## src/rtl/axi_read_arbiter_if.sv

```systemverilog
// Bus bundle for axi_read_arbiter: NM flattened upstream AXI read ports plus one downstream read port.
// Modport slave is the arbiter's view; modport master is the view of the masters and downstream slave.
interface axi_read_arbiter_if #(
  parameter int NM = 2,
  parameter int IW = 2,
  parameter int AW = 6,
  parameter int DW = 32
);
  logic [NM-1:0]    S_AXI_ARVALID;
  logic [NM-1:0]    S_AXI_ARREADY;
  logic [NM*IW-1:0] S_AXI_ARID;
  logic [NM*AW-1:0] S_AXI_ARADDR;
  logic [NM*8-1:0]  S_AXI_ARLEN;
  logic [NM*3-1:0]  S_AXI_ARSIZE;
  logic [NM*2-1:0]  S_AXI_ARBURST;
  logic [NM-1:0]    S_AXI_RVALID;
  logic [NM-1:0]    S_AXI_RREADY;
  logic [IW-1:0]    S_AXI_RID;
  logic [DW-1:0]    S_AXI_RDATA;
  logic [1:0]       S_AXI_RRESP;
  logic             S_AXI_RLAST;

  logic             M_AXI_ARVALID;
  logic             M_AXI_ARREADY;
  logic [IW-1:0]    M_AXI_ARID;
  logic [AW-1:0]    M_AXI_ARADDR;
  logic [7:0]       M_AXI_ARLEN;
  logic [2:0]       M_AXI_ARSIZE;
  logic [1:0]       M_AXI_ARBURST;
  logic             M_AXI_RVALID;
  logic             M_AXI_RREADY;
  logic [IW-1:0]    M_AXI_RID;
  logic [DW-1:0]    M_AXI_RDATA;
  logic [1:0]       M_AXI_RRESP;
  logic             M_AXI_RLAST;

  modport slave (
    input  S_AXI_ARVALID, S_AXI_ARID, S_AXI_ARADDR, S_AXI_ARLEN, S_AXI_ARSIZE, S_AXI_ARBURST,
    input  S_AXI_RREADY,
    output S_AXI_ARREADY, S_AXI_RVALID, S_AXI_RID, S_AXI_RDATA, S_AXI_RRESP, S_AXI_RLAST,
    output M_AXI_ARVALID, M_AXI_ARID, M_AXI_ARADDR, M_AXI_ARLEN, M_AXI_ARSIZE, M_AXI_ARBURST,
    output M_AXI_RREADY,
    input  M_AXI_ARREADY, M_AXI_RVALID, M_AXI_RID, M_AXI_RDATA, M_AXI_RRESP, M_AXI_RLAST
  );

  modport master (
    output S_AXI_ARVALID, S_AXI_ARID, S_AXI_ARADDR, S_AXI_ARLEN, S_AXI_ARSIZE, S_AXI_ARBURST,
    output S_AXI_RREADY,
    input  S_AXI_ARREADY, S_AXI_RVALID, S_AXI_RID, S_AXI_RDATA, S_AXI_RRESP, S_AXI_RLAST,
    input  M_AXI_ARVALID, M_AXI_ARID, M_AXI_ARADDR, M_AXI_ARLEN, M_AXI_ARSIZE, M_AXI_ARBURST,
    input  M_AXI_RREADY,
    output M_AXI_ARREADY, M_AXI_RVALID, M_AXI_RID, M_AXI_RDATA, M_AXI_RRESP, M_AXI_RLAST
  );
endinterface

```

## src/rtl/axi_read_arbiter.sv

```systemverilog
// Shares one AXI read port among NM masters, one burst outstanding, grant held until RLAST.
// Define AXI_RD_ARB_FIXED_PRIO_EN for fixed priority (lowest index wins); default is round-robin.
module axi_read_arbiter #(
  parameter int NM = 2,
  parameter int IW = 2,
  parameter int AW = 6,
  parameter int DW = 32
) (
  input  logic                   S_AXI_ACLK,
  input  logic                   S_AXI_ARESETN,
  axi_read_arbiter_if.slave      bus,
  output logic [$clog2(NM)-1:0]  o_grant,
  output logic                   o_busy,
  output logic                   o_err_rlast,
  output logic [1:0]             o_state
);
  localparam int GW = $clog2(NM);

  typedef enum logic [1:0] {ST_IDLE = 2'd0, ST_ADDR = 2'd1, ST_DATA = 2'd2} state_t;

  state_t        state_q, state_d;
  logic [GW-1:0] grant_q, grant_d;
  logic [GW-1:0] last_grant_q, last_grant_d;
  logic [7:0]    beat_q, beat_d;
  logic [7:0]    len_q, len_d;

  logic [GW-1:0] winner;
  logic [NM-1:0] grant_oh;
  logic [IW-1:0] sel_arid;
  logic [AW-1:0] sel_araddr;
  logic [7:0]    sel_arlen;
  logic [2:0]    sel_arsize;
  logic [1:0]    sel_arburst;
  logic          sel_rready;
  logic          ar_hs;
  logic          r_hs;

  always_comb begin
    winner = last_grant_q;
`ifdef AXI_RD_ARB_FIXED_PRIO_EN
    for (int i = NM - 1; i >= 0; i--) begin
      if (bus.S_AXI_ARVALID[i]) winner = GW'(i);
    end
`else
    // Walk the search order backwards so the first requester after last_grant is assigned last.
    for (int k = NM; k >= 1; k--) begin
      for (int i = 0; i < NM; i++) begin
        if (i == (int'(last_grant_q) + k) % NM && bus.S_AXI_ARVALID[i]) winner = GW'(i);
      end
    end
`endif
  end

  always_comb begin
    grant_oh    = '0;
    sel_arid    = '0;
    sel_araddr  = '0;
    sel_arlen   = '0;
    sel_arsize  = '0;
    sel_arburst = '0;
    sel_rready  = 1'b0;
    for (int i = 0; i < NM; i++) begin
      if (grant_q == GW'(i)) begin
        grant_oh[i] = 1'b1;
        sel_arid    = bus.S_AXI_ARID[i*IW +: IW];
        sel_araddr  = bus.S_AXI_ARADDR[i*AW +: AW];
        sel_arlen   = bus.S_AXI_ARLEN[i*8 +: 8];
        sel_arsize  = bus.S_AXI_ARSIZE[i*3 +: 3];
        sel_arburst = bus.S_AXI_ARBURST[i*2 +: 2];
        sel_rready  = bus.S_AXI_RREADY[i];
      end
    end
  end

  assign ar_hs = (state_q == ST_ADDR) && bus.M_AXI_ARREADY;
  assign r_hs  = (state_q == ST_DATA) && bus.M_AXI_RVALID && sel_rready;

  always_ff @(posedge S_AXI_ACLK or negedge S_AXI_ARESETN) begin
    if (!S_AXI_ARESETN) begin
      state_q      <= ST_IDLE;
      grant_q      <= '0;
      last_grant_q <= GW'(NM - 1);
      beat_q       <= '0;
      len_q        <= '0;
    end else begin
      state_q      <= state_d;
      grant_q      <= grant_d;
      last_grant_q <= last_grant_d;
      beat_q       <= beat_d;
      len_q        <= len_d;
    end
  end

  always_comb begin
    state_d      = state_q;
    grant_d      = grant_q;
    last_grant_d = last_grant_q;
    beat_d       = beat_q;
    len_d        = len_q;
    case (state_q)
      ST_IDLE: begin
        if (|bus.S_AXI_ARVALID) begin
          grant_d = winner;
          state_d = ST_ADDR;
        end
      end
      ST_ADDR: begin
        if (ar_hs) begin
          len_d   = sel_arlen;
          beat_d  = '0;
          state_d = ST_DATA;
        end
      end
      ST_DATA: begin
        // A miscounted burst still only ends on RLAST; the counter wraps if it overruns.
        if (r_hs) begin
          beat_d = beat_q + 8'd1;
          if (bus.M_AXI_RLAST) begin
            last_grant_d = grant_q;
            state_d      = ST_IDLE;
          end
        end
      end
      default: state_d = ST_IDLE;
    endcase
  end

  always_comb begin
    bus.M_AXI_ARVALID = (state_q == ST_ADDR);
    bus.S_AXI_ARREADY = ar_hs ? grant_oh : '0;
    bus.M_AXI_RREADY  = (state_q == ST_DATA) && sel_rready;
    bus.S_AXI_RVALID  = ((state_q == ST_DATA) && bus.M_AXI_RVALID) ? grant_oh : '0;
    o_err_rlast       = r_hs && ((beat_q == len_q) != bus.M_AXI_RLAST);
    o_busy            = (state_q != ST_IDLE);
    o_grant           = grant_q;
    o_state           = state_q;
  end

  assign bus.M_AXI_ARID    = sel_arid;
  assign bus.M_AXI_ARADDR  = sel_araddr;
  assign bus.M_AXI_ARLEN   = sel_arlen;
  assign bus.M_AXI_ARSIZE  = sel_arsize;
  assign bus.M_AXI_ARBURST = sel_arburst;
  assign bus.S_AXI_RID     = bus.M_AXI_RID;
  assign bus.S_AXI_RDATA   = bus.M_AXI_RDATA;
  assign bus.S_AXI_RRESP   = bus.M_AXI_RRESP;
  assign bus.S_AXI_RLAST   = bus.M_AXI_RLAST;
endmodule
```

## src/flat_wrapper.sv

```systemverilog
// flat-port wrapper written by rule: the top's interface ports become plain ports
module axi_read_arbiter_flat 
#(
  parameter int NM = 2,
  parameter int IW = 2,
  parameter int AW = 6,
  parameter int DW = 32
)
  (S_AXI_ACLK, S_AXI_ARESETN, o_grant, o_busy, o_err_rlast, o_state, bus_S_AXI_ARVALID, bus_S_AXI_ARID, bus_S_AXI_ARADDR, bus_S_AXI_ARLEN, bus_S_AXI_ARSIZE, bus_S_AXI_ARBURST, bus_S_AXI_RREADY, bus_S_AXI_ARREADY, bus_S_AXI_RVALID, bus_S_AXI_RID, bus_S_AXI_RDATA, bus_S_AXI_RRESP, bus_S_AXI_RLAST, bus_M_AXI_ARVALID, bus_M_AXI_ARID, bus_M_AXI_ARADDR, bus_M_AXI_ARLEN, bus_M_AXI_ARSIZE, bus_M_AXI_ARBURST, bus_M_AXI_RREADY, bus_M_AXI_ARREADY, bus_M_AXI_RVALID, bus_M_AXI_RID, bus_M_AXI_RDATA, bus_M_AXI_RRESP, bus_M_AXI_RLAST);
  axi_read_arbiter_if #(.NM(NM), .IW(IW), .AW(AW), .DW(DW)) bus_i ();
  input  logic S_AXI_ACLK;
  input  logic S_AXI_ARESETN;
  output logic [$clog2(NM)-1:0] o_grant;
  output logic o_busy;
  output logic o_err_rlast;
  output logic [1:0] o_state;
  input wire logic [$bits(bus_i.S_AXI_ARVALID)-1:0] bus_S_AXI_ARVALID;
  input wire logic [$bits(bus_i.S_AXI_ARID)-1:0] bus_S_AXI_ARID;
  input wire logic [$bits(bus_i.S_AXI_ARADDR)-1:0] bus_S_AXI_ARADDR;
  input wire logic [$bits(bus_i.S_AXI_ARLEN)-1:0] bus_S_AXI_ARLEN;
  input wire logic [$bits(bus_i.S_AXI_ARSIZE)-1:0] bus_S_AXI_ARSIZE;
  input wire logic [$bits(bus_i.S_AXI_ARBURST)-1:0] bus_S_AXI_ARBURST;
  input wire logic [$bits(bus_i.S_AXI_RREADY)-1:0] bus_S_AXI_RREADY;
  output wire logic [$bits(bus_i.S_AXI_ARREADY)-1:0] bus_S_AXI_ARREADY;
  output wire logic [$bits(bus_i.S_AXI_RVALID)-1:0] bus_S_AXI_RVALID;
  output wire logic [$bits(bus_i.S_AXI_RID)-1:0] bus_S_AXI_RID;
  output wire logic [$bits(bus_i.S_AXI_RDATA)-1:0] bus_S_AXI_RDATA;
  output wire logic [$bits(bus_i.S_AXI_RRESP)-1:0] bus_S_AXI_RRESP;
  output wire logic [$bits(bus_i.S_AXI_RLAST)-1:0] bus_S_AXI_RLAST;
  output wire logic [$bits(bus_i.M_AXI_ARVALID)-1:0] bus_M_AXI_ARVALID;
  output wire logic [$bits(bus_i.M_AXI_ARID)-1:0] bus_M_AXI_ARID;
  output wire logic [$bits(bus_i.M_AXI_ARADDR)-1:0] bus_M_AXI_ARADDR;
  output wire logic [$bits(bus_i.M_AXI_ARLEN)-1:0] bus_M_AXI_ARLEN;
  output wire logic [$bits(bus_i.M_AXI_ARSIZE)-1:0] bus_M_AXI_ARSIZE;
  output wire logic [$bits(bus_i.M_AXI_ARBURST)-1:0] bus_M_AXI_ARBURST;
  output wire logic [$bits(bus_i.M_AXI_RREADY)-1:0] bus_M_AXI_RREADY;
  input wire logic [$bits(bus_i.M_AXI_ARREADY)-1:0] bus_M_AXI_ARREADY;
  input wire logic [$bits(bus_i.M_AXI_RVALID)-1:0] bus_M_AXI_RVALID;
  input wire logic [$bits(bus_i.M_AXI_RID)-1:0] bus_M_AXI_RID;
  input wire logic [$bits(bus_i.M_AXI_RDATA)-1:0] bus_M_AXI_RDATA;
  input wire logic [$bits(bus_i.M_AXI_RRESP)-1:0] bus_M_AXI_RRESP;
  input wire logic [$bits(bus_i.M_AXI_RLAST)-1:0] bus_M_AXI_RLAST;
  assign bus_i.S_AXI_ARVALID = bus_S_AXI_ARVALID;
  assign bus_i.S_AXI_ARID = bus_S_AXI_ARID;
  assign bus_i.S_AXI_ARADDR = bus_S_AXI_ARADDR;
  assign bus_i.S_AXI_ARLEN = bus_S_AXI_ARLEN;
  assign bus_i.S_AXI_ARSIZE = bus_S_AXI_ARSIZE;
  assign bus_i.S_AXI_ARBURST = bus_S_AXI_ARBURST;
  assign bus_i.S_AXI_RREADY = bus_S_AXI_RREADY;
  assign bus_S_AXI_ARREADY = bus_i.S_AXI_ARREADY;
  assign bus_S_AXI_RVALID = bus_i.S_AXI_RVALID;
  assign bus_S_AXI_RID = bus_i.S_AXI_RID;
  assign bus_S_AXI_RDATA = bus_i.S_AXI_RDATA;
  assign bus_S_AXI_RRESP = bus_i.S_AXI_RRESP;
  assign bus_S_AXI_RLAST = bus_i.S_AXI_RLAST;
  assign bus_M_AXI_ARVALID = bus_i.M_AXI_ARVALID;
  assign bus_M_AXI_ARID = bus_i.M_AXI_ARID;
  assign bus_M_AXI_ARADDR = bus_i.M_AXI_ARADDR;
  assign bus_M_AXI_ARLEN = bus_i.M_AXI_ARLEN;
  assign bus_M_AXI_ARSIZE = bus_i.M_AXI_ARSIZE;
  assign bus_M_AXI_ARBURST = bus_i.M_AXI_ARBURST;
  assign bus_M_AXI_RREADY = bus_i.M_AXI_RREADY;
  assign bus_i.M_AXI_ARREADY = bus_M_AXI_ARREADY;
  assign bus_i.M_AXI_RVALID = bus_M_AXI_RVALID;
  assign bus_i.M_AXI_RID = bus_M_AXI_RID;
  assign bus_i.M_AXI_RDATA = bus_M_AXI_RDATA;
  assign bus_i.M_AXI_RRESP = bus_M_AXI_RRESP;
  assign bus_i.M_AXI_RLAST = bus_M_AXI_RLAST;
  axi_read_arbiter #(.NM(NM), .IW(IW), .AW(AW), .DW(DW)) u_core (.S_AXI_ACLK(S_AXI_ACLK), .S_AXI_ARESETN(S_AXI_ARESETN), .bus(bus_i), .o_grant(o_grant), .o_busy(o_busy), .o_err_rlast(o_err_rlast), .o_state(o_state));
endmodule
```

## config.mk

```make
export PLATFORM = sky130hd
export DESIGN_NAME = axi_read_arbiter_flat
export DESIGN_NICKNAME = d
export VERILOG_FILES = /design/src/rtl/axi_read_arbiter_if.sv /design/src/rtl/axi_read_arbiter.sv /design/src/flat_wrapper.sv
export SDC_FILE = /design/constraint.sdc
export NUM_CORES = 1
export LEC_CHECK = 0
export BUFFER_PORTS_ARGS = -buffer_cell sky130_fd_sc_hd__buf_2
export CORE_ASPECT_RATIO = 1.2
export CORE_MARGIN = 2
export CORE_UTILIZATION = 40
export DETAILED_ROUTE_END_ITERATION = 8
export GPL_ROUTABILITY_DRIVEN = 0
export PLACE_DENSITY = 0.85
export SLEW_MARGIN = 20
export SYNTH_ARGS = -nofsm -noshare
export SYNTH_HDL_FRONTEND = slang
export SYNTH_SLANG_ARGS = --single-unit
export TNS_END_PERCENT = 50
```

## constraint.sdc

```tcl
create_clock -name S_AXI_ACLK -period 3.8 [get_ports S_AXI_ACLK]
set_input_delay 1.14 -clock S_AXI_ACLK [delete_from_list [all_inputs] [get_ports S_AXI_ACLK]]
set_output_delay 1.14 -clock S_AXI_ACLK [all_outputs]
set_load 0.01 [all_outputs]
```

==> impl_metrics.prom, run 1 <==
# TYPE chip_impl_metric gauge
chip_impl_info{name="status",value="finished clean"} 1
chip_impl_metric{name="fillers",unit=""} 420
chip_impl_info{name="setup.worst_path.end",value="o_err_rlast"} 1
chip_impl_info{name="tritoncts",value="yes"} 1
chip_impl_metric{name="core",unit="um2"} 4200
chip_impl_metric{name="die_width",unit="um"} 64.1
chip_impl_info{name="timing.rr.start",value="u_core.o_state[1]$_DFFE_PN0P_"} 1
chip_impl_metric{name="synth-seq-cells",unit=""} 20
chip_impl_info{name="synth_top_cells_by_area",value="sky130_fd_sc_hd__dfrtp_1 27%, sky130_fd_sc_hd__mux2_2 19%, sky130_fd_sc_hd__buf_4 16%, sky130_fd_sc_hd__xnor2_1 4.0%, sky130_fd_sc_hd__ha_1 3.6%"} 1
chip_impl_metric{name="detail_route.vias_per_cell",unit=""} 5.14
chip_impl_metric{name="share_of_post_route_cells_with_drive_strength_above_1",unit="%"} 55.9
chip_impl_metric{name="fin_crit_sh",unit="%"} 82.1
chip_impl_metric{name="synth-edff-count",unit=""} 0
chip_impl_metric{name="synth.cell_area",unit="um2"} 1730
chip_impl_metric{name="die_area",unit="um2"} 4880
chip_impl_metric{name="num_antenna_cells",unit=""} 0
chip_impl_metric{name="total_routed_length",unit="mm"} 3.98
chip_impl_metric{name="grt_use_total",unit="%"} 16.5
chip_impl_metric{name="yosysUniqueCellTypes",unit=""} 39
chip_impl_metric{name="vdd.ir_drop.worst",unit="uV"} 221
chip_impl_metric{name="yosysSeqAreaShare",unit="%"} 29.0
chip_impl_metric{name="grt_pass1_wl",unit="mm"} 6.47
chip_impl_metric{name="worst_setup_hold_path_clk_slew",unit="ns"} 0.07
chip_impl_info{name="rsz_0062_raised_after_global_routing",value="no"} 1
chip_impl_metric{name="timing.critical_path.fanout_max",unit=""} 5
chip_impl_metric{name="synth_top_area_share",unit="%"} 27.4
chip_impl_info{name="capturing_point_of_the_worst_reg2reg_path",value="u_core.beat_q[4]$_DFFE_PN0P_"} 1
chip_impl_metric{name="ant_nets",unit=""} 0
chip_impl_metric{name="detail_route.iter0.violations",unit=""} 23
chip_impl_metric{name="clock_tree.htree_level_count",unit=""} 1
chip_impl_metric{name="final.min_clock_period",unit="ns"} 3.12
chip_impl_info{name="worstHoldPathType",value="reg -> reg"} 1
chip_impl_metric{name="leakage",unit="nW"} 0.962
chip_impl_metric{name="cts.path.max_buffers",unit=""} 2
chip_impl_metric{name="grt_start_max_net_pins",unit=""} 21
chip_impl_metric{name="post_synth_inst_count",unit=""} 176
chip_impl_metric{name="cellPowerDensity",unit="nW/um2"} 618
chip_impl_metric{name="io_buffer_count",unit=""} 83
chip_impl_metric{name="setup-tns-final",unit="ns"} 0
chip_impl_info{name="cp-end-kind",value="output pin"} 1
chip_impl_metric{name="max_slew_margin",unit="%"} 69.8
chip_impl_metric{name="achievable-frequency",unit="MHz"} 321
chip_impl_metric{name="initial_utilization",unit="%"} 41.3
chip_impl_metric{name="die-height",unit="um"} 76.1
chip_impl_metric{name="crit_required",unit="ns"} 2.66
chip_impl_metric{name="dr.pass1.iters",unit=""} 4
chip_impl_metric{name="place_hpwl",unit="mm"} 3.12
chip_impl_metric{name="num_io_pins",unit=""} 156
chip_impl_metric{name="grt_overflow",unit=""} 0
chip_impl_metric{name="clock_latency",unit="ns"} 0.26
chip_impl_metric{name="final_net_count",unit=""} 313
chip_impl_metric{name="worst_slew_pin_slew",unit="ns"} 0.453
chip_impl_metric{name="vias",unit=""} 1418
chip_impl_info{name="cts_root_buf",value="sky130_fd_sc_hd__clkbuf_8"} 1
chip_impl_metric{name="cts_resized",unit=""} 0
chip_impl_metric{name="cts_buffers",unit=""} 3
chip_impl_metric{name="cts_setup_buffers",unit=""} 0
chip_impl_metric{name="total_number_of_clock_tree_sinks",unit=""} 20
chip_impl_metric{name="synthArstFlopShare",unit="%"} 100
chip_impl_metric{name="num_rows",unit=""} 26
chip_impl_info{name="synthTopCellsByCount",value="37 x sky130_fd_sc_hd__buf_4, 30 x sky130_fd_sc_hd__mux2_2, 19 x sky130_fd_sc_hd__dfrtp_1"} 1
chip_impl_info{name="crit_start",value="bus_M_AXI_RLAST"} 1
chip_impl_metric{name="slew_violations",unit=""} 0
chip_impl_metric{name="drc",unit=""} 0
chip_impl_metric{name="area_delta_synth_final",unit="%"} 13.1
chip_impl_metric{name="synth.net_count",unit=""} 268
chip_impl_metric{name="finalHoldViolations",unit=""} 0
chip_impl_metric{name="timing.reg2reg.setup_slack",unit="ns"} 1.87
chip_impl_metric{name="timing.max_cap.violations",unit=""} 0
chip_impl_metric{name="first_global_vias",unit=""} 1491
chip_impl_metric{name="synth.yosys.warnings",unit=""} 0
chip_impl_info{name="worstSetupStartpointType",value="input port"} 1
chip_impl_metric{name="rr_worst_depth",unit=""} 6
chip_impl_metric{name="routedWlPerCell",unit="um"} 14.4
chip_impl_metric{name="final_core_area_utilization",unit="%"} 46.7
chip_impl_info{name="yosys.cell_count.top_type",value="sky130_fd_sc_hd__buf_4"} 1
chip_impl_metric{name="final-setup-viol-count",unit=""} 0
chip_impl_metric{name="postCtsHoldBufs",unit=""} 0
chip_impl_metric{name="initial_antenna_violation_count",unit=""} 0
chip_impl_info{name="yosys.area.top_type",value="sky130_fd_sc_hd__dfrtp_1"} 1
chip_impl_metric{name="critPathArrivalTime",unit="ns"} 1.98
chip_impl_info{name="criticalPathCategory",value="in -> out"} 1
chip_impl_metric{name="syn-mean-instance-area",unit="um2"} 9.85
chip_impl_metric{name="clock_skew",unit="ns"} 0.000829
chip_impl_info{name="synth-main-ff-cell",value="sky130_fd_sc_hd__dfrtp_1"} 1
[state kept, by name, indices dropped and copies added, names as in the netlist]
register / count
u_core.beat_q: 8
u_core.len_q: 8
u_core.o_state: 2
u_core.last_grant_q: 1
u_core.o_grant: 1
[report_power, final]
group	switching, mW	internal [mW]	leakage (nW)	total, mW
clock network	0.0709	0.0923	0.0288	0.163
registers	0.0771	0.282	0.253	0.359
logic	0.339	0.350	0.681	0.689
total	0.487	0.724	0.962	1.21
[worst max-delay path, cell delays in order]
cell and delay (ns):
sky130_fd_sc_hd__buf_2 0.12, sky130_fd_sc_hd__or3_1 0.36, sky130_fd_sc_hd__a21oi_1 0.19, sky130_fd_sc_hd__buf_2 0.16
[worst min path at each step]
stage | endpoint | cells past startpoint | start | slack [ns]
2_1_floorplan | u_core.beat_q[4]$_DFFE_PN0P_ | 1 | u_core.beat_q[4]$_DFFE_PN0P_ | 0.49
3_3_place_gp | u_core.len_q[7]$_DFFE_PN0P_ | 1 | u_core.len_q[7]$_DFFE_PN0P_ | 0.51
3_5_place_dp | u_core.len_q[7]$_DFFE_PN0P_ | 1 | u_core.len_q[7]$_DFFE_PN0P_ | 0.52
4_1_cts | u_core.len_q[7]$_DFFE_PN0P_ | 1 | u_core.len_q[7]$_DFFE_PN0P_ | 0.54
5_1_grt | u_core.len_q[4]$_DFFE_PN0P_ | 1 | u_core.len_q[4]$_DFFE_PN0P_ | 0.56
6_report | u_core.len_q[7]$_DFFE_PN0P_ | 1 | u_core.len_q[7]$_DFFE_PN0P_ | 0.54
[routing by layer]
| metal | wire (um) | GRT usage, % | vias up |
|---|---|---|---|
| li1 | - | - | 669 |
| met1 | 1540 | 18.1 | 658 |
| met2 | 2020 | 29.5 | 72 |
| met3 | 308 | 3.25 | 19 |
| met4 | 102 | 8.04 | 0 |
| met5 | 0 | 0 | - |
[kinds of logic after synthesis]
group	after synthesis	share of synthesized area [%]
xor+xnor	8	4.04
flops	20	29.0
simple gates	38	12.9
mux	33	21.5
compound gates	22	9.03
buf+inv	50	20.0
fa+ha+maj	5	3.61
[cells in the final DEF, fill, tap and decap left out]
cell / netlist / routed
sky130_fd_sc_hd__a211o_1: 1 / 1
sky130_fd_sc_hd__a21boi_0: 1 / 1
sky130_fd_sc_hd__a21o_1: 1 / 1
sky130_fd_sc_hd__a21oi_1: 4 / 4
sky130_fd_sc_hd__a22o_1: 2 / 2
sky130_fd_sc_hd__a31oi_1: 1 / 1
sky130_fd_sc_hd__a32o_1: 1 / 1
sky130_fd_sc_hd__and2_1: 2 / 2
sky130_fd_sc_hd__and3_1: 6 / 6
sky130_fd_sc_hd__and4_1: 1 / 1
sky130_fd_sc_hd__buf_2: 4 / 83
sky130_fd_sc_hd__buf_4: 37 / 2
sky130_fd_sc_hd__clkbuf_8: 0 / 4
sky130_fd_sc_hd__dfrtp_1: 19 / 19
sky130_fd_sc_hd__dfstp_2: 1 / 1
sky130_fd_sc_hd__ha_1: 5 / 5
sky130_fd_sc_hd__inv_1: 5 / 5
sky130_fd_sc_hd__mux2_2: 30 / 30
sky130_fd_sc_hd__mux2_4: 1 / 1
sky130_fd_sc_hd__mux2i_1: 2 / 2
sky130_fd_sc_hd__nand2_1: 8 / 8
sky130_fd_sc_hd__nand2b_1: 2 / 2
sky130_fd_sc_hd__nand3_1: 8 / 8
sky130_fd_sc_hd__nand3_4: 1 / 1
sky130_fd_sc_hd__nand4_1: 3 / 3
sky130_fd_sc_hd__nand4_2: 1 / 1
sky130_fd_sc_hd__nor2_1: 2 / 2
sky130_fd_sc_hd__nor2b_1: 1 / 1
sky130_fd_sc_hd__nor4_1: 1 / 1
sky130_fd_sc_hd__o211ai_1: 1 / 1
sky130_fd_sc_hd__o21ai_0: 3 / 3
sky130_fd_sc_hd__o21bai_1: 1 / 1
sky130_fd_sc_hd__o2bb2ai_1: 1 / 1
sky130_fd_sc_hd__o311ai_0: 2 / 2
sky130_fd_sc_hd__o31ai_1: 3 / 3
sky130_fd_sc_hd__or2_1: 1 / 1
sky130_fd_sc_hd__or3_1: 1 / 1
sky130_fd_sc_hd__xnor2_1: 8 / 8
[area by class of cell]
cell class | count | area, um2 | area share [%]
Sequential cell | 20 | 502 | 25.6
Timing Repair Buffer | 85 | 430 | 22.0
Tap cell | 56 | 70.1 | 3.57
Multi-Input combinational cell | 106 | 885 | 45.1
Clock buffer | 4 | 55.1 | 2.81
Inverter | 5 | 18.8 | 0.957
[through the flow]
step | hold WS [ns] | std cells | cell area, um2 | total power [mW] | setup slack, ns
2_1_floorplan | 0.493 | 176 | 1730 | 0.886 | 0.873
3_3_place_gp | 0.514 | 272 | 1910 | 1.04 | 0.676
3_5_place_dp | 0.521 | 272 | 1910 | 1.05 | 0.681
4_1_cts | 0.538 | 276 | 1960 | 1.22 | 0.678
5_1_grt | 0.563 | 276 | 1960 | 1.30 | 0.577
6_report | 0.535 | 276 | 1960 | 1.21 | 0.680
Note: power is estimated with default switching activity, not from simulation.
==> inputs of run 2 (changes only) <==
--- a/config.mk
+++ b/config.mk
@@ -8,10 +8,10 @@
 export BUFFER_PORTS_ARGS = -buffer_cell sky130_fd_sc_hd__buf_2
 export CORE_ASPECT_RATIO = 1.2
 export CORE_MARGIN = 2
-export CORE_UTILIZATION = 40
+export CORE_UTILIZATION = 34
 export DETAILED_ROUTE_END_ITERATION = 8
 export GPL_ROUTABILITY_DRIVEN = 0
-export PLACE_DENSITY = 0.85
+export PLACE_DENSITY = 0.77
 export SLEW_MARGIN = 20
 export SYNTH_ARGS = -nofsm -noshare
 export SYNTH_HDL_FRONTEND = slang
==> constraint.sdc (replaced) <==
create_clock -name S_AXI_ACLK -period 2.8 [get_ports S_AXI_ACLK]
set_input_delay 0.84 -clock S_AXI_ACLK [delete_from_list [all_inputs] [get_ports S_AXI_ACLK]]
set_output_delay 0.84 -clock S_AXI_ACLK [all_outputs]
set_load 0.01 [all_outputs]
==> impl_metrics.prom, run 2 (synthesis gave the netlist of run 1 again) <==
# TYPE chip_impl_metric gauge
chip_impl_metric{name="num_io_pins",unit=""} 156
chip_impl_metric{name="initial_antenna_violation_count",unit=""} 0
chip_impl_metric{name="io_buffer_count",unit=""} 83
chip_impl_metric{name="ant_nets",unit=""} 0
chip_impl_metric{name="initial_utilization",unit="%"} 35.1
chip_impl_metric{name="worst_setup_hold_path_clk_slew",unit="ns"} 0.08
chip_impl_info{name="timing.rr.start",value="u_core.o_state[1]$_DFFE_PN0P_"} 1
chip_impl_metric{name="clock_latency",unit="ns"} 0.26
chip_impl_info{name="crit_start",value="u_core.beat_q[2]$_DFFE_PN0P_"} 1
chip_impl_metric{name="cts.path.max_buffers",unit=""} 2
chip_impl_info{name="crit_family",value="simple AND/OR/NAND/NOR gates"} 1
chip_impl_metric{name="core",unit="um2"} 4940
chip_impl_metric{name="grt_pass1_wl",unit="mm"} 6.60
chip_impl_metric{name="die_area",unit="um2"} 5690
chip_impl_metric{name="total_number_of_clock_tree_sinks",unit=""} 20
chip_impl_metric{name="vias",unit=""} 1455
chip_impl_metric{name="final_net_count",unit=""} 316
chip_impl_metric{name="num_rows",unit=""} 28
chip_impl_metric{name="fin_crit_sh",unit="%"} 93.5
chip_impl_metric{name="grt_start_max_net_pins",unit=""} 21
chip_impl_metric{name="area_delta_synth_final",unit="%"} 15.7
chip_impl_metric{name="final-setup-viol-count",unit=""} 0
chip_impl_metric{name="fillers",unit=""} 497
chip_impl_metric{name="leakage",unit="nW"} 0.984
chip_impl_metric{name="cts_buffers",unit=""} 3
chip_impl_metric{name="grt_overflow",unit=""} 0
chip_impl_metric{name="drc",unit=""} 0
chip_impl_metric{name="postCtsHoldBufs",unit=""} 0
chip_impl_metric{name="worst_slew_pin_slew",unit="ns"} 0.475
chip_impl_info{name="worstSetupStartpointType",value="flop"} 1
chip_impl_metric{name="num_antenna_cells",unit=""} 0
chip_impl_info{name="critical-path-slowest-cell",value="sky130_fd_sc_hd__dfrtp_1"} 1
chip_impl_metric{name="final.min_clock_period",unit="ns"} 2.62
chip_impl_metric{name="detail_route.iter0.violations",unit=""} 49
chip_impl_metric{name="total_routed_length",unit="mm"} 4.23
chip_impl_metric{name="timing.max_cap.violations",unit=""} 0
chip_impl_metric{name="timing.critical_path.buf_inv",unit=""} 1
chip_impl_metric{name="vdd.ir_drop.worst",unit="uV"} 341
chip_impl_metric{name="finalHoldViolations",unit=""} 0
chip_impl_metric{name="first_global_vias",unit=""} 1420
chip_impl_metric{name="detail_route.vias_per_cell",unit=""} 5.14
chip_impl_metric{name="dr.pass1.iters",unit=""} 4
chip_impl_metric{name="crit_cells",unit=""} 5
chip_impl_info{name="status",value="finished clean"} 1
chip_impl_metric{name="slew_violations",unit=""} 0
chip_impl_metric{name="timing.critical_path.fanout_max",unit=""} 7
chip_impl_metric{name="rr_worst_depth",unit=""} 6
chip_impl_metric{name="routedWlPerCell",unit="um"} 14.9
chip_impl_info{name="mostFrequentLayoutCells",value="83 x sky130_fd_sc_hd__buf_2, 30 x sky130_fd_sc_hd__mux2_2, 19 x sky130_fd_sc_hd__dfrtp_1"} 1
chip_impl_metric{name="max_slew_margin",unit="%"} 68.3
chip_impl_metric{name="cts_setup_buffers",unit=""} 0
chip_impl_metric{name="grt_use_total",unit="%"} 14.3
chip_impl_info{name="path_cells",value="xnor2_1, nand4_1, or3_1, a21oi_1, buf_2"} 1
chip_impl_metric{name="place_hpwl",unit="mm"} 3.47
chip_impl_info{name="worstHoldPathType",value="in -> async"} 1
chip_impl_info{name="tritoncts",value="yes"} 1
chip_impl_metric{name="setup-tns-final",unit="ns"} 0
chip_impl_info{name="layout.cells.most_common",value="sky130_fd_sc_hd__buf_2"} 1
chip_impl_info{name="criticalPathCategory",value="reg -> out"} 1
chip_impl_metric{name="design_power_total",unit="mW"} 1.75
chip_impl_info{name="cp-end-kind",value="output pin"} 1
chip_impl_metric{name="die_width",unit="um"} 69.2
chip_impl_metric{name="final_core_area_utilization",unit="%"} 40.6
chip_impl_metric{name="achievable-frequency",unit="MHz"} 382
chip_impl_info{name="setup.worst_path.end",value="o_err_rlast"} 1
chip_impl_metric{name="crit_required",unit="ns"} 1.96
chip_impl_metric{name="clock_skew",unit="ns"} 0.00261
chip_impl_metric{name="die-height",unit="um"} 82.2
chip_impl_info{name="rsz_0062_raised_after_global_routing",value="no"} 1
chip_impl_metric{name="timing.reg2reg.setup_slack",unit="ns"} 0.96
chip_impl_info{name="cts_root_buf",value="sky130_fd_sc_hd__clkbuf_8"} 1
chip_impl_metric{name="cellPowerDensity",unit="nW/um2"} 874
chip_impl_metric{name="clock_tree.htree_level_count",unit=""} 1
chip_impl_metric{name="critPathArrivalTime",unit="ns"} 1.78
chip_impl_info{name="capturing_point_of_the_worst_reg2reg_path",value="u_core.beat_q[4]$_DFFE_PN0P_"} 1
chip_impl_metric{name="share_of_post_route_cells_with_drive_strength_above_1",unit="%"} 56.5
chip_impl_metric{name="cts_resized",unit=""} 0
chip_impl_metric{name="slowest_delay",unit="ns"} 0.47
## run 2: power breakdown
group / switching [mW] / internal [mW]
logic: 0.494 / 0.496
clock network: 0.105 / 0.191
registers: 0.0847 / 0.383
total: 0.683 / 1.07
## run 2: area by class of cell
class                   count  area (um2)  share of cell area [%]
clock buffers               3        41.3                    2.06
multi-input cells         106         885                    44.1
flip-flops and latches     20         502                    25.0
well taps                  60        75.1                    3.75
clock inverters             1        30.0                    1.50
inverters                   5        18.8                   0.936
repair buffers             88         453                    22.6
## run 2: worst min-delay path by stage
stage                                            start                           end  slack, ns  cells after the start
after global routing       u_core.len_q[1]$_DFFE_PN0P_   u_core.len_q[1]$_DFFE_PN0P_       0.56                      1
after detailed placement   u_core.len_q[1]$_DFFE_PN0P_   u_core.len_q[1]$_DFFE_PN0P_       0.53                      1
after global placement     u_core.len_q[7]$_DFFE_PN0P_   u_core.len_q[7]$_DFFE_PN0P_       0.52                      1
after floorplan           u_core.beat_q[4]$_DFFE_PN0P_  u_core.beat_q[4]$_DFFE_PN0P_       0.49                      1
after CTS                                S_AXI_ARESETN  u_core.beat_q[7]$_DFFE_PN0P_       0.54                      1
final                                    S_AXI_ARESETN  u_core.beat_q[0]$_DFFE_PN0P_       0.52                      1
## run 2: metal layers
layer | share of wire (%) | track usage [%] | up-vias
li1 | - | - | 674
met1 | 36 | 14.1 | 673
met2 | 54 | 28.7 | 94
met3 | 8.5 | 3.64 | 14
met4 | 2.0 | 5.88 | 0
met5 | 0 | 0 | -
## run 2: worst register-to-register path, cell delays in order (launching register included)
cell,delay [ns]
sky130_fd_sc_hd__dfrtp_1,0.38
sky130_fd_sc_hd__inv_1,0.09
sky130_fd_sc_hd__ha_1,0.23
sky130_fd_sc_hd__nand2b_1,0.20
sky130_fd_sc_hd__nand2_1,0.24
sky130_fd_sc_hd__o311ai_0,0.43
sky130_fd_sc_hd__o31ai_1,0.13
## run 2: metrics by stage
stage / hold WS (ns) / cells / cell area (um2) / setup WS, ns
after floorplan: 0.493 / 176 / 1730 / 0.473
after global placement: 0.522 / 279 / 1930 / 0.266
after detailed placement: 0.528 / 279 / 1930 / 0.296
after CTS: 0.539 / 283 / 2000 / 0.206
after global routing: 0.560 / 283 / 2000 / 0.116
final: 0.521 / 283 / 2000 / 0.181
